## src/rtl/riscv_ctrl_pkg.sv

```systemverilog
`default_nettype none
// ============================================================================
// riscv_ctrl_pkg : shared encodings for the RV32I control units
// Rev 1.0
// ============================================================================
package riscv_ctrl_pkg;

    typedef enum logic [3:0] {
        S_RESET    = 4'd0,
        S_FETCH    = 4'd1,
        S_DECODE   = 4'd2,
        S_MEMADR   = 4'd3,
        S_MEMREAD  = 4'd4,
        S_MEMWB    = 4'd5,
        S_MEMWRITE = 4'd6,
        S_EXEC_R   = 4'd7,
        S_EXEC_I   = 4'd8,
        S_JAL      = 4'd9,
        S_ALUWB    = 4'd10,
        S_BEQ      = 4'd11
    } state_e;

    localparam logic [6:0] OP_LOAD   = 7'b0000011;
    localparam logic [6:0] OP_STORE  = 7'b0100011;
    localparam logic [6:0] OP_R      = 7'b0110011;
    localparam logic [6:0] OP_I      = 7'b0010011;
    localparam logic [6:0] OP_JAL    = 7'b1101111;
    localparam logic [6:0] OP_BRANCH = 7'b1100011;

    localparam logic [1:0] ALUOP_ADD    = 2'b00;
    localparam logic [1:0] ALUOP_BRANCH = 2'b01;
    localparam logic [1:0] ALUOP_ARITH  = 2'b10;

    localparam logic [1:0] RES_ALUOUT = 2'b00;
    localparam logic [1:0] RES_RDATA  = 2'b01;
    localparam logic [1:0] RES_ALU    = 2'b10;

    localparam logic [1:0] SRCA_PC    = 2'b00;
    localparam logic [1:0] SRCA_OLDPC = 2'b01;
    localparam logic [1:0] SRCA_RS1   = 2'b10;

    localparam logic [1:0] SRCB_RS2   = 2'b00;
    localparam logic [1:0] SRCB_IMM   = 2'b01;
    localparam logic [1:0] SRCB_FOUR  = 2'b10;

    localparam logic [1:0] IMM_I = 2'b00;
    localparam logic [1:0] IMM_S = 2'b01;
    localparam logic [1:0] IMM_B = 2'b10;
    localparam logic [1:0] IMM_J = 2'b11;

    function automatic logic is_supported_op(input logic [6:0] op);
        return (op == OP_LOAD) || (op == OP_STORE) || (op == OP_R) ||
               (op == OP_I) || (op == OP_JAL) || (op == OP_BRANCH);
    endfunction

endpackage
`default_nettype wire

```

## src/rtl/multicycle_main_fsm_if.sv

```systemverilog
`default_nettype none
// ============================================================================
// multicycle_main_fsm_if : controller <-> datapath strobe/select bundle
// Rev 1.0
// ============================================================================
interface multicycle_main_fsm_if;
    logic [6:0] op;
    logic [2:0] funct3;
    logic       zero;
    logic       mem_ready;
    logic       pc_write;
    logic       adr_src;
    logic       mem_write;
    logic       ir_write;
    logic       reg_write;
    logic [1:0] result_src;
    logic [1:0] alu_src_a;
    logic [1:0] alu_src_b;
    logic [1:0] alu_op;
    logic [1:0] imm_src;
    logic       illegal_instr;
    logic       instr_done;

    // master = control FSM, slave = datapath/memory side
    modport master (
        input  op, funct3, zero, mem_ready,
        output pc_write, adr_src, mem_write, ir_write, reg_write,
               result_src, alu_src_a, alu_src_b, alu_op, imm_src,
               illegal_instr, instr_done
    );

    modport slave (
        output op, funct3, zero, mem_ready,
        input  pc_write, adr_src, mem_write, ir_write, reg_write,
               result_src, alu_src_a, alu_src_b, alu_op, imm_src,
               illegal_instr, instr_done
    );
endinterface
`default_nettype wire

```

## src/rtl/imm_src_decoder.sv

```systemverilog
`default_nettype none
// ============================================================================
// imm_src_decoder : opcode -> immediate-format select, shared by control units
// Rev 1.0
// ============================================================================
module imm_src_decoder
    import riscv_ctrl_pkg::*;
(
    input  logic [6:0] op_i,
    output logic [1:0] imm_src_o
);

    always_comb begin
        imm_src_o = IMM_I;
        case (op_i)
            OP_STORE:  imm_src_o = IMM_S;
            OP_BRANCH: imm_src_o = IMM_B;
            OP_JAL:    imm_src_o = IMM_J;
            default:   imm_src_o = IMM_I;
        endcase
    end

endmodule
`default_nettype wire

```

## src/rtl/multicycle_main_fsm.sv

```systemverilog
`default_nettype none
// ============================================================================
// multicycle_main_fsm : main control FSM of the multicycle RV32I datapath
// Rev 1.0
// ============================================================================
module multicycle_main_fsm
    import riscv_ctrl_pkg::*;
(
    input  logic                        clk,
    input  logic                        reset,
    multicycle_main_fsm_if.master       ctrl
);

    state_e state_q;
    state_e state_d;

    always_ff @(posedge clk or posedge reset) begin
        if (reset) begin
            state_q <= S_RESET;
        end else begin
            state_q <= state_d;
        end
    end

    always_comb begin
        state_d = state_q;
        case (state_q)
            S_RESET:    state_d = S_FETCH;
            S_FETCH:    state_d = ctrl.mem_ready ? S_DECODE : S_FETCH;
            S_DECODE: begin
                case (ctrl.op)
                    OP_LOAD, OP_STORE: state_d = S_MEMADR;
                    OP_R:              state_d = S_EXEC_R;
                    OP_I:              state_d = S_EXEC_I;
                    OP_JAL:            state_d = S_JAL;
                    OP_BRANCH:         state_d = S_BEQ;
                    default:           state_d = S_FETCH;
                endcase
            end
            S_MEMADR:   state_d = (ctrl.op == OP_LOAD) ? S_MEMREAD : S_MEMWRITE;
            S_MEMREAD:  state_d = ctrl.mem_ready ? S_MEMWB : S_MEMREAD;
            S_MEMWB:    state_d = S_FETCH;
            S_MEMWRITE: state_d = ctrl.mem_ready ? S_FETCH : S_MEMWRITE;
            S_EXEC_R:   state_d = S_ALUWB;
            S_EXEC_I:   state_d = S_ALUWB;
            S_JAL:      state_d = S_ALUWB;
            S_ALUWB:    state_d = S_FETCH;
            S_BEQ:      state_d = S_FETCH;
            default:    state_d = S_RESET;
        endcase
    end

    // Moore decode; mem_ready and zero only qualify the handshake/branch strobes
    always_comb begin
        ctrl.pc_write      = 1'b0;
        ctrl.adr_src       = 1'b0;
        ctrl.mem_write     = 1'b0;
        ctrl.ir_write      = 1'b0;
        ctrl.reg_write     = 1'b0;
        ctrl.result_src    = RES_ALUOUT;
        ctrl.alu_src_a     = SRCA_PC;
        ctrl.alu_src_b     = SRCB_RS2;
        ctrl.alu_op        = ALUOP_ADD;
        ctrl.illegal_instr = 1'b0;
        ctrl.instr_done    = 1'b0;
        case (state_q)
            S_FETCH: begin
                ctrl.alu_src_b  = SRCB_FOUR;
                ctrl.result_src = RES_ALU;
                ctrl.ir_write   = ctrl.mem_ready;
                ctrl.pc_write   = ctrl.mem_ready;
            end
            S_DECODE: begin
                ctrl.alu_src_a     = SRCA_OLDPC;
                ctrl.alu_src_b     = SRCB_IMM;
                ctrl.illegal_instr = ~is_supported_op(ctrl.op);
                ctrl.instr_done    = ~is_supported_op(ctrl.op);
            end
            S_MEMADR: begin
                ctrl.alu_src_a = SRCA_RS1;
                ctrl.alu_src_b = SRCB_IMM;
            end
            S_MEMREAD: begin
                ctrl.adr_src = 1'b1;
            end
            S_MEMWB: begin
                ctrl.result_src = RES_RDATA;
                ctrl.reg_write  = 1'b1;
                ctrl.instr_done = 1'b1;
            end
            S_MEMWRITE: begin
                ctrl.adr_src    = 1'b1;
                ctrl.mem_write  = 1'b1;
                ctrl.instr_done = ctrl.mem_ready;
            end
            S_EXEC_R: begin
                ctrl.alu_src_a = SRCA_RS1;
                ctrl.alu_src_b = SRCB_RS2;
                ctrl.alu_op    = ALUOP_ARITH;
            end
            S_EXEC_I: begin
                ctrl.alu_src_a = SRCA_RS1;
                ctrl.alu_src_b = SRCB_IMM;
                ctrl.alu_op    = ALUOP_ARITH;
            end
            S_JAL: begin
                ctrl.alu_src_a = SRCA_OLDPC;
                ctrl.alu_src_b = SRCB_FOUR;
                ctrl.pc_write  = 1'b1;
            end
            S_ALUWB: begin
                ctrl.reg_write  = 1'b1;
                ctrl.instr_done = 1'b1;
            end
            S_BEQ: begin
                ctrl.alu_src_a  = SRCA_RS1;
                ctrl.alu_src_b  = SRCB_RS2;
                ctrl.alu_op     = ALUOP_BRANCH;
                ctrl.pc_write   = ctrl.zero;
                ctrl.instr_done = 1'b1;
            end
            default: ;
        endcase
    end

    imm_src_decoder u_imm_src_decoder (
        .op_i      (ctrl.op),
        .imm_src_o (ctrl.imm_src)
    );

endmodule
`default_nettype wire

```

## src/flat_wrapper.sv

```systemverilog
// flat-port wrapper written by rule: the top's interface ports become plain ports
module multicycle_main_fsm_flat import riscv_ctrl_pkg::*;
  (clk, reset, ctrl_op, ctrl_funct3, ctrl_zero, ctrl_mem_ready, ctrl_pc_write, ctrl_adr_src, ctrl_mem_write, ctrl_ir_write, ctrl_reg_write, ctrl_result_src, ctrl_alu_src_a, ctrl_alu_src_b, ctrl_alu_op, ctrl_imm_src, ctrl_illegal_instr, ctrl_instr_done);
  multicycle_main_fsm_if ctrl_i ();
  input  logic clk;
  input  logic reset;
  input wire logic [$bits(ctrl_i.op)-1:0] ctrl_op;
  input wire logic [$bits(ctrl_i.funct3)-1:0] ctrl_funct3;
  input wire logic [$bits(ctrl_i.zero)-1:0] ctrl_zero;
  input wire logic [$bits(ctrl_i.mem_ready)-1:0] ctrl_mem_ready;
  output wire logic [$bits(ctrl_i.pc_write)-1:0] ctrl_pc_write;
  output wire logic [$bits(ctrl_i.adr_src)-1:0] ctrl_adr_src;
  output wire logic [$bits(ctrl_i.mem_write)-1:0] ctrl_mem_write;
  output wire logic [$bits(ctrl_i.ir_write)-1:0] ctrl_ir_write;
  output wire logic [$bits(ctrl_i.reg_write)-1:0] ctrl_reg_write;
  output wire logic [$bits(ctrl_i.result_src)-1:0] ctrl_result_src;
  output wire logic [$bits(ctrl_i.alu_src_a)-1:0] ctrl_alu_src_a;
  output wire logic [$bits(ctrl_i.alu_src_b)-1:0] ctrl_alu_src_b;
  output wire logic [$bits(ctrl_i.alu_op)-1:0] ctrl_alu_op;
  output wire logic [$bits(ctrl_i.imm_src)-1:0] ctrl_imm_src;
  output wire logic [$bits(ctrl_i.illegal_instr)-1:0] ctrl_illegal_instr;
  output wire logic [$bits(ctrl_i.instr_done)-1:0] ctrl_instr_done;
  assign ctrl_i.op = ctrl_op;
  assign ctrl_i.funct3 = ctrl_funct3;
  assign ctrl_i.zero = ctrl_zero;
  assign ctrl_i.mem_ready = ctrl_mem_ready;
  assign ctrl_pc_write = ctrl_i.pc_write;
  assign ctrl_adr_src = ctrl_i.adr_src;
  assign ctrl_mem_write = ctrl_i.mem_write;
  assign ctrl_ir_write = ctrl_i.ir_write;
  assign ctrl_reg_write = ctrl_i.reg_write;
  assign ctrl_result_src = ctrl_i.result_src;
  assign ctrl_alu_src_a = ctrl_i.alu_src_a;
  assign ctrl_alu_src_b = ctrl_i.alu_src_b;
  assign ctrl_alu_op = ctrl_i.alu_op;
  assign ctrl_imm_src = ctrl_i.imm_src;
  assign ctrl_illegal_instr = ctrl_i.illegal_instr;
  assign ctrl_instr_done = ctrl_i.instr_done;
  multicycle_main_fsm u_core (.clk(clk), .reset(reset), .ctrl(ctrl_i));
endmodule
```

## config.mk

```make
export PLATFORM = sky130hd
export DESIGN_NAME = multicycle_main_fsm_flat
export DESIGN_NICKNAME = d
export VERILOG_FILES = /design/src/rtl/riscv_ctrl_pkg.sv /design/src/rtl/multicycle_main_fsm_if.sv /design/src/rtl/imm_src_decoder.sv /design/src/rtl/multicycle_main_fsm.sv /design/src/flat_wrapper.sv
export SDC_FILE = /design/constraint.sdc
export NUM_CORES = 1
export LEC_CHECK = 0
export BUFFER_PORTS_ARGS = -buffer_cell sky130_fd_sc_hd__buf_2
export CAP_MARGIN = 20
export CORE_MARGIN = 3
export CORE_UTILIZATION = 43
export CTS_CLUSTER_DIAMETER = 40
export DETAILED_ROUTE_END_ITERATION = 16
export PLACE_DENSITY = 0.78
export REMOVE_ABC_BUFFERS = 1
export SYNTH_ARGS = -nofsm -noshare
export SYNTH_HDL_FRONTEND = slang
export SYNTH_SLANG_ARGS = --single-unit
```

## constraint.sdc

```tcl
create_clock -name clk -period 1.7 [get_ports clk]
set_input_delay 0.34 -clock clk [delete_from_list [all_inputs] [get_ports clk]]
set_output_delay 0.34 -clock clk [all_outputs]
set_load 0.02 [all_outputs]
```

==> run_results.csv, run 1 <==
group,metric,value,unit
layout,antenna_cells,0,
setup_path,worstSetupPathType,"reg -> out",
layout,reg_top3,"u_core.state_q: 4 flops",
pwr,ir_drop,899,uV
drt,wire_per_inst,15.9,um
timing,hold_viol,0,
synthesis,synth_area_leaders,"dfrtp_1, nor2_1, a21oi_1, nand2b_1, buf_2",
clocking,cts_buffer_depth,2,
global_route,grt_max_degree,11,
timing,tightest_slew,0.296,ns
timing,setup_viol,7,
drt,drtAntennaViolNets,0,
timing,fmax,547,MHz
floorplan,io_pins,31,
synthesis,synth_top_area_share,17.5,%
setup_path,slowest_stage,"dfrtp_2",
floorplan,die_area,0.00180,mm2
timing,fin_crit,1.83,ns
layout,final_util,79.9,%
timing,rsz0062_at_grt,"true",
floorplan,start_util,48.7,%
timing,final.setup.worst_slack,-0.129,ns
synthesis,synth_top_cell_by_area,"dfrtp_1",
floorplan,coreArea,0.00117,mm2
layout,top_register,"u_core.state_q",
synthesis,ys_seq_area_share,17.5,%
pwr,switching_share,50.5,%
clocking,htree_levels,1,
place,io_buffers,27,
global_route,grt_overflow_total,0,
timing,fin_tns_setup,-0.293,ns
global_route,grt_use_total,22.6,%
synthesis,yosysMostFrequentCell,"nor2_1",
clocking,clk_pin_slew_worst_paths,0.04,ns
clocking,clock-sinks,4,
timing,period_share,108,%
outcome,outcome,"finished, violations left",
synthesis,synth_edf_count,0,
timing,max_slew_margin,80.1,%
synthesis,synth_area_per_cell,6.71,um2
floorplan,core.rowCount,12,
synthesis,ys_seq_elements,4,
setup_path,required,1.36,ns
setup_path,cp_top_family,"flip-flops",
timing,maxSlewViolCount,0,
clocking,cts_made_buffers,3,
drt,drt-vias-per-instance,5.91,
worst_hold_path,hp-class,"in -> reg",
global_route,antenna_found_initial,0,
layout,final_cells,139,
global_route,grt_pass1_vias,743,
global_route,grt_first_pass_wirelength,3130,um
layout,nets,141,
setup_path,cp-end-kind,"output port",
setup_path,path_cells,"buf_4, nor2_1, a2bb2oi_2, nor3_1, buf_2",
synthesis,synthDistinctLibCells,31,
layout,largest_register_ffs,4,
floorplan,die_w,42.4,um
setup_path,slowest_delay,0.47,ns
clocking,worstSkewPairLatency,0.24,ns
outcome,violations,"setup timing",
place,dp_hpwl,1230,um
setup_path,startpoint_type,"flip-flop",
pwr,clockPowerShare,6.7,%
drt,first_pass_iters,4,
place,place.gp.congestion,0.811,
clocking,cts_tree,"built",
synthesis,synthFlopType,"dfrtp_1",
synthesis,syn-cell-area,571,um2
layout,synthToLayoutAreaGrowth,64.0,%
synthesis,syn_inst,85,
pwr,p_int,0.000882,W
setup_path,cp_max_fo,6,
pwr,p_leak,0.441,nW
pwr,switchingPower,0.000900,W
drt,wirelength,2210,um
drt,drc_errors,0,
timing,whs,0.471,ns
clocking,root_buffer,"clkbuf_4",
job,drv_cap,0,
drt,vias,821,
timing,fin_skew,0.00612,ns
setup_path,cp_data_arrival_time,1.49,ns
synthesis,yosysWarnings,0,
synthesis,async_reset_ff_share,100,%
setup_path,crit_buf_inv,2,
layout,drive_gt1_share,51.2,%
pwr,power_frac_comb,80.3,%
synthesis,synth_common_cells,"nor2_1, a21oi_1, nand2b_1, buf_2, o21ai_0",
floorplan,die_y,42.4,um
place,dp.cells,127,
pwr,p_seq_share,13.0,%
pwr,pwr_density_cell,1900,mW/mm2
place,place_ws,0.120,ns
drt,drt_iter0_markers,48,
-- per-layer routing --
layer | GRT usage, % | vias to the layer above | share of wire (%)
met1 | 24.5 | 375 | 37
met3 | 1.72 | 10 | 6.9
li1 | - | 385 | -
met5 | 0 | - | 0
met4 | 16.1 | 0 | 3.7
met2 | 40.4 | 51 | 52
-- what timing repair did --
action / in CTS / in global routing
gates resized for setup: 16 / 12
endpoints found under the setup margin: 6 / 9
buffers inserted: 6 / 2
hold buffers: 1 / 0
pin swaps: 2 / 3
hold endpoints to repair: 4 / 0
-- worst reg2reg max path: stages (launching register included) --
cell and delay, ns:
dfrtp_1 0.42, buf_6 0.15, buf_4 0.15, nor2_1 0.17
nand4_1 0.13, nor4_1 0.24, nor3_1 0.08
-- logic make-up (layout without fill, tap and decap cells) --
family,after synthesis,count (layout),share of synthesized area (%)
AOI/OAI and AO/OA,25,25,28.9
adders and majority gates,1,1,1.75
buffers and inverters,10,50,8.99
DFF,4,4,17.5
muxes,2,2,3.73
and+or+nand+nor,43,43,39.0
-- cell usage in the layout (no fill, tap or decap), drive strengths merged, types with 2 or more instances in the layout --
cell,instances
o21ai,8
nor3,5
o22ai,2
nor2,16
nand3,2
nand2,4
or3,4
and2,2
inv,4
nand2b,6
buf,42
dfrtp,4
a21oi,8
clkbuf,3
-- worst paths after layout --
kind / from / endpoint / slack [ns] / depth (start not counted)
setup reg to reg: u_core.state_q[2] / u_core.state_q[0] / 0.24 / 6
min in group asynchronous: reset / u_core.state_q[2] / 0.59 / 3
hold / removal: ctrl_op[0] / u_core.state_q[2] / 0.47 / 3
max in group asynchronous: reset / u_core.state_q[1] / 0.94 / 3
hold reg to reg: u_core.state_q[3] / u_core.state_q[2] / 0.79 / 3
setup / recovery: u_core.state_q[3] / ctrl_pc_write / -0.13 / 5
-- metrics by stage --
step,power [W],cell area (um2)
after global placement,0.00121,739
after detailed placement,0.00123,739
after floorplan,0.000862,534
final,0.00178,936
after global routing,0.00189,936
after CTS,0.00158,878
-- power by group through the flow --
stage                     combinational (W)  sequential (W)  clock (W)
after CTS                           0.00125        0.000216   0.000122
after global placement              0.00102        0.000196          0
final                               0.00143        0.000232   0.000120
after floorplan                    0.000607        0.000256          0
after detailed placement            0.00104        0.000193          0
after global routing                0.00151        0.000238   0.000135
-- cell type report --
| cell class | count | area [um2] |
|---|---|---|
| clock buffer | 3 | 22.5 |
| fill | 73 | 235 |
| inverter | 4 | 15.0 |
| multi-input combinational | 71 | 484 |
| sequential | 4 | 103 |
| tap | 14 | 17.5 |
| timing repair buffer | 43 | 294 |
Power figures use the tool's default switching activity.
==> inputs of run 2 (changes only) <==
SETUP_SLACK_MARGIN = 0.15   (was default)
==> run 2 against run 1 <==
  * The flow still finishes with violations (setup timing)
  * Cell count up 2.9%
  * Global-route usage is 0.70 points higher
  * Non-clock buffer count increased by 4
  * Wire length increased by 15%
  * Via count up 6.8%
  * Clock skew shrank 0.0021 ns
  * Highest routed layer unchanged
  * Power up 15%
  * Clock power is essentially flat
  * Critical path type unchanged
  * Die area unchanged
  * Critical path depth stayed put
==> run_results.csv, run 2 (synthesized netlist as in run 1, its figures left out) <==
group,metric,value,unit
drt,wirelength,2540,um
global_route,grt_first_pass_wirelength,3240,um
drt,wire_per_inst,17.8,um
layout,layout_common_cells,"buf_4, buf_2, nor2_1",
layout,drive_gt1_share,55.8,%
layout,final_util,88.7,%
drt,vias,877,
clocking,cts_tree,"built",
worst_hold_path,hp-class,"in -> reg",
floorplan,coreArea,0.00117,mm2
timing,hold_viol,0,
floorplan,die_w,42.4,um
setup_path,required,1.36,ns
timing,period_share,108,%
global_route,grt_overflow_total,0,
outcome,violations,"setup timing",
job,drv_cap,0,
timing,fin_crit,1.83,ns
setup_path,crit_buf_inv,2,
timing,tightest_slew,0.275,ns
drt,drt_iter0_markers,19,
global_route,grt_use_total,23.3,%
setup_path,worstSetupPathType,"reg -> out",
place,place.gp.congestion,0.811,
timing,setup_viol,6,
timing,rsz0062_at_grt,"true",
floorplan,core.rowCount,12,
place,io_buffers,27,
pwr,total_power,0.00205,W
setup_path,slowest_delay,0.47,ns
floorplan,die_area,0.00180,mm2
clocking,cts_buffer_depth,2,
setup_path,startpoint_type,"flip-flop",
clocking,worstSkewPairLatency,0.24,ns
setup_path,cp-end-kind,"output port",
pwr,ir_drop,1210,uV
clocking,clk_pin_slew_worst_paths,0.04,ns
timing,fmax,546,MHz
timing,fin_skew,0.00399,ns
clocking,root_buffer,"clkbuf_4",
layout,nets,145,
drt,drc_errors,0,
floorplan,start_util,48.7,%
drt,first_pass_iters,4,
timing,final.setup.worst_slack,-0.130,ns
global_route,grt_max_degree,11,
layout,synthToLayoutAreaGrowth,82.0,%
pwr,pwr_density_cell,1980,mW/mm2
drt,drt-vias-per-instance,6.13,
setup_path,slowest_stage,"dfrtp_2",
layout,antenna_cells,0,
layout,largest_register_ffs,4,
drt,drtAntennaViolNets,0,
setup_path,cp_max_fo,6,
timing,max_slew_margin,81.5,%
clocking,clock-sinks,4,
floorplan,die_y,42.4,um
clocking,cts_made_buffers,3,
setup_path,path_cells,"buf_4, nor2_1, a2bb2oi_2, nor3_1, buf_2",
outcome,outcome,"finished, violations left",
floorplan,io_pins,31,
layout,top_register,"u_core.state_q",
place,dp_hpwl,1230,um
place,place_ws,0.120,ns
setup_path,cp_data_arrival_time,1.49,ns
timing,maxSlewViolCount,0,
pwr,p_leak,0.470,nW
clocking,htree_levels,1,
setup_path,cp_top_family,"flip-flops",
layout,mostFrequentLayoutCell,"buf_4",
global_route,grt_pass1_vias,767,
layout,reg_top3,"u_core.state_q: 4 flops",
global_route,antenna_found_initial,0,
## run 2: cell types whose count changed in the layout (fill, tap and decap cells not counted), sizes merged
cell	previous run	this run
buf	42	46
## run 2: per-layer routing
| metal | global-route usage (%) | part of all wire (%) | vias to the layer above |
|---|---|---|---|
| met5 | 0 | 0 | - |
| met4 | 15.5 | 5.4 | 0 |
| met3 | 1.29 | 6.6 | 17 |
| met2 | 41.6 | 49 | 51 |
| met1 | 26.0 | 39 | 413 |
| li1 | - | - | 396 |
## run 2: power breakdown
part           internal, W  switching, W
logic             0.000806      0.000884
registers         0.000144     0.0000972
clock network    0.0000792     0.0000427
## run 2: area by class of cell
class,count,area (um2)
fillers,54,133
repair buffers,47,359
well taps,14,17.5
inverters,4,15.0
multi-input cells,71,522
flip-flops and latches,4,103
clock buffers,3,22.5
## run 2: final timing paths
path                                         from                 to  slack (ns)  depth (start not counted)
worst max-delay path            u_core.state_q[3]      ctrl_pc_write       -0.13                          5
worst min-delay path                   ctrl_op[3]  u_core.state_q[1]        0.50                          3
worst max register to register  u_core.state_q[2]  u_core.state_q[0]        0.23                          6
worst min register to register  u_core.state_q[3]  u_core.state_q[2]        0.82                          2
max in group asynchronous                   reset  u_core.state_q[1]        0.98                          3
min in group asynchronous                   reset  u_core.state_q[0]        0.54                          3
## run 2: repair_timing
action                                  CTS  global route
hold endpoints to repair                  4             0
hold buffers                              1             0
gates resized for setup                  27            21
setup buffers                             7             4
endpoints found under the setup margin   13            14
cloned                                    0             1
pin swaps                                 2             5
## run 2: metrics by stage
step | instances | instance area (um2) | TNS, ns | hold WS, ns
floorplan | 79 | 534 | -0.287 | 0.106
global placement | 127 | 739 | 0 | 0.221
detailed placement | 127 | 739 | 0 | 0.224
CTS | 138 | 920 | -0.0695 | 0.464
global route | 143 | 1040 | -0.750 | 0.530
finish | 143 | 1040 | -0.385 | 0.503
## run 2: worst min-delay path: stages
cell	delay, ns
buf_2	0.10
or2_2	0.12
o311ai_2	0.13
==> inputs of run 3 (changes only) <==
ABC_AREA = 1   (was default)
CORE_AREA = 3 3 40 42   (was default)
CORE_MARGIN = default   (was 3)
CORE_UTILIZATION = default   (was 43)
DIE_AREA = 0 0 43 45   (was default)
PLACE_DENSITY = 0.71   (was 0.78)
==> run 3 against run 2 <==
  * The flow now finishes without violations
  * Highest routed layer unchanged
  * Clock power barely moved
  * Non-clock buffer count fell by 7
  * Critical endpoint is now ctrl_instr_done
  * Combinational power shrank 27%
  * Core utilization fell by 20 points
  * Critical path type unchanged
==> run_results.csv, run 3 <==
group,metric,value,unit
outcome,outcome,"finished clean",
floorplan,start_util,38.1,%
layout,top_register,"u_core.state_q",
drt,drt_iter0_markers,20,
synthesis,synth_area_leaders,"nand2_1, dfrtp_1, inv_1, nor2_1, nand3_1",
timing,maxSlewViolCount,0,
setup_path,cp_max_fo,3,
timing,period_share,98.9,%
place,io_buffers,27,
layout,antenna_cells,0,
layout,synthToLayoutAreaGrowth,80.6,%
drt,drt-vias-per-instance,5.08,
setup_path,required,1.36,ns
drt,drc_errors,0,
setup_path,cp_data_arrival_time,1.34,ns
global_route,grt_overflow_total,0,
synthesis,ys_seq_elements,4,
layout,drive_gt1_share,50.4,%
floorplan,core.rowCount,13,
global_route,grt_max_degree,7,
layout,seqCellArea,104,um2
setup_path,worstSetupPathType,"reg -> out",
clocking,cts_made_buffers,3,
synthesis,syn_inst,96,
job,drv_cap,0,
synthesis,syn-cell-area,489,um2
layout,fin_area,883,um2
synthesis,yosysWarnings,0,
floorplan,die_y,45,um
clocking,worstSkewPairLatency,0.24,ns
clocking,cts_tree,"built",
place,post_dp_cell_area,643,um2
pwr,ir_drop,701,uV
clocking,cts_buffer_depth,2,
timing,max_slew_margin,86.1,%
timing,fin_tns_setup,0,ns
drt,wirelength,1930,um
synthesis,synth_top_cell_by_area,"nand2_1",
place,place_ws,0.140,ns
drt,wire_per_inst,12.6,um
layout,n_fill_cell,110,
synthesis,yosysMostFrequentCell,"nand2_1",
setup_path,startpoint_type,"flip-flop",
layout,nets,155,
global_route,antenna_found_initial,0,
global_route,grt_first_pass_wirelength,2750,um
setup_path,slowest_delay,0.39,ns
floorplan,coreArea,0.00128,mm2
setup_path,slowest_stage,"dfrtp_1",
floorplan,io_pins,31,
clocking,clk_pin_slew_worst_paths,0.03,ns
timing,fin_skew,0.00928,ns
pwr,p_leak,0.549,nW
setup_path,cpMostUsedCell,"inv_2",
timing,setup_viol,0,
floorplan,die_w,43,um
timing,fmax,595,MHz
worst_hold_path,hp-class,"in -> reg",
setup_path,cp-end-kind,"output port",
pwr,pwr_density_cell,1790,mW/mm2
place,place.gp.congestion,0.916,
synthesis,synth_area_per_cell,5.10,um2
setup_path,path_cells,"inv_2, nand2_4, inv_2, nand2_2, nand3_2, a21oi_2, nand2_1, buf_6",
layout,largest_register_ffs,4,
synthesis,synth_common_cells,"nand2_1, inv_1, nor2_1, nand3_1",
place,dp_hpwl,1160,um
drt,first_pass_iters,4,
layout,reg_top3,"u_core.state_q: 4 flops",
drt,drtAntennaViolNets,0,
timing,tightest_slew,0.207,ns
global_route,grt_pass1_vias,729,
global_route,grt_use_total,19.7,%
synthesis,synthFlopType,"dfrtp_1",
layout,multi_input_area,383,um2
layout,layout_common_cells,"nand2_1, buf_2, buf_4",
drt,vias,783,
clocking,clock-sinks,4,
timing,rsz0062_at_grt,"true",
layout,mostFrequentLayoutCell,"nand2_1",
synthesis,async_reset_ff_share,100,%
timing,hold_viol,0,
clocking,root_buffer,"clkbuf_4",
synthesis,ys_seq_area_share,20.5,%
floorplan,die_area,0.00194,mm2
clocking,htree_levels,1,
synthesis,synthDistinctLibCells,14,
synthesis,synth_edf_count,0,
synthesis,synth_top_area_share,26.9,%
timing,final.setup.worst_slack,0.0183,ns
timing,fin_crit,1.68,ns
-- run 3: cell types whose count changed after synthesis, sizes merged, moves of 6 or more --
cell and delta:
a21oi -6, buf -6, inv +14, nand2 +31, nand2b -6
-- run 3: logic make-up (layout without fill, tap and decap cells) --
kind of cell / Yosys count / in the layout / share of synthesized area [%]
AO/OA/AOI/OAI: 9 / 9 / 10.7
buffers and inverters: 19 / 62 / 14.8
AND/OR/NAND/NOR: 64 / 64 / 54.0
flip-flops: 4 / 4 / 20.5
-- run 3: metrics by stage --
stage / power, W / hold slack, ns / util (%) / cells
4_1_cts: 0.00143 / 0.410 / 63.8 / 150
3_5_place_dp: 0.00100 / 0.228 / 50.0 / 138
2_1_floorplan: 0.000759 / 0.106 / - / 96
5_1_grt: 0.00170 / 0.427 / 68.7 / 154
3_3_place_gp: 0.000992 / 0.216 / 50.0 / 138
6_report: 0.00158 / 0.411 / 68.7 / 154
-- run 3: area by class of cell --
class                   count  share of cell area, %
well taps                  15                   2.12
repair buffers             40                   31.6
multi-input cells          73                   43.3
flip-flops and latches      4                   11.8
clock buffers               3                   2.55
inverters                  19                   8.64
-- run 3: report_power, final --
| group | internal [W] | switching (W) | leakage (nW) | total (W) |
|---|---|---|---|---|
| registers | 0.000149 | 0.0000807 | 0.0473 | 0.000229 |
| logic | 0.000518 | 0.000713 | 0.488 | 0.00123 |
| clock network | 0.0000793 | 0.0000445 | 0.0138 | 0.000124 |
| total | 0.000746 | 0.000838 | 0.549 | 0.00158 |
-- run 3: final timing paths --
path / startpoint / endpoint / slack (ns) / cells past startpoint
max in group asynchronous: reset / u_core.state_q[2] / 1.01 / 3
hold reg to reg: u_core.state_q[1] / u_core.state_q[0] / 0.72 / 3
min in group asynchronous: reset / u_core.state_q[1] / 0.51 / 3
hold / removal: ctrl_op[5] / u_core.state_q[2] / 0.41 / 3
setup / recovery: u_core.state_q[3] / ctrl_instr_done / 0.02 / 8
setup reg to reg: u_core.state_q[1] / u_core.state_q[3] / 0.27 / 8
-- run 3: what timing repair did --
action,in CTS,in global routing
gates resized for setup,33,14
hold endpoints to repair,4,0
hold buffers,1,0
setup endpoints to repair,13,16
buffers inserted,8,4
pin swaps,7,5
-- run 3: worst max-delay path: cells and delay by family (launching register included) --
family          cells  cell delay [ns]
buf+inv             3             0.26
compound gates      1             0.11
simple gates        4             0.34
flops               1             0.39
-- run 3: layer usage --
metal  track usage [%]  share of wire (%)  up-vias
met2              33.5                 53       41
met1              18.2                 39      352
met3              6.77                5.9        4
met4              19.3                1.9        0
met5                 0                  0        -
li1                  -                  -      386
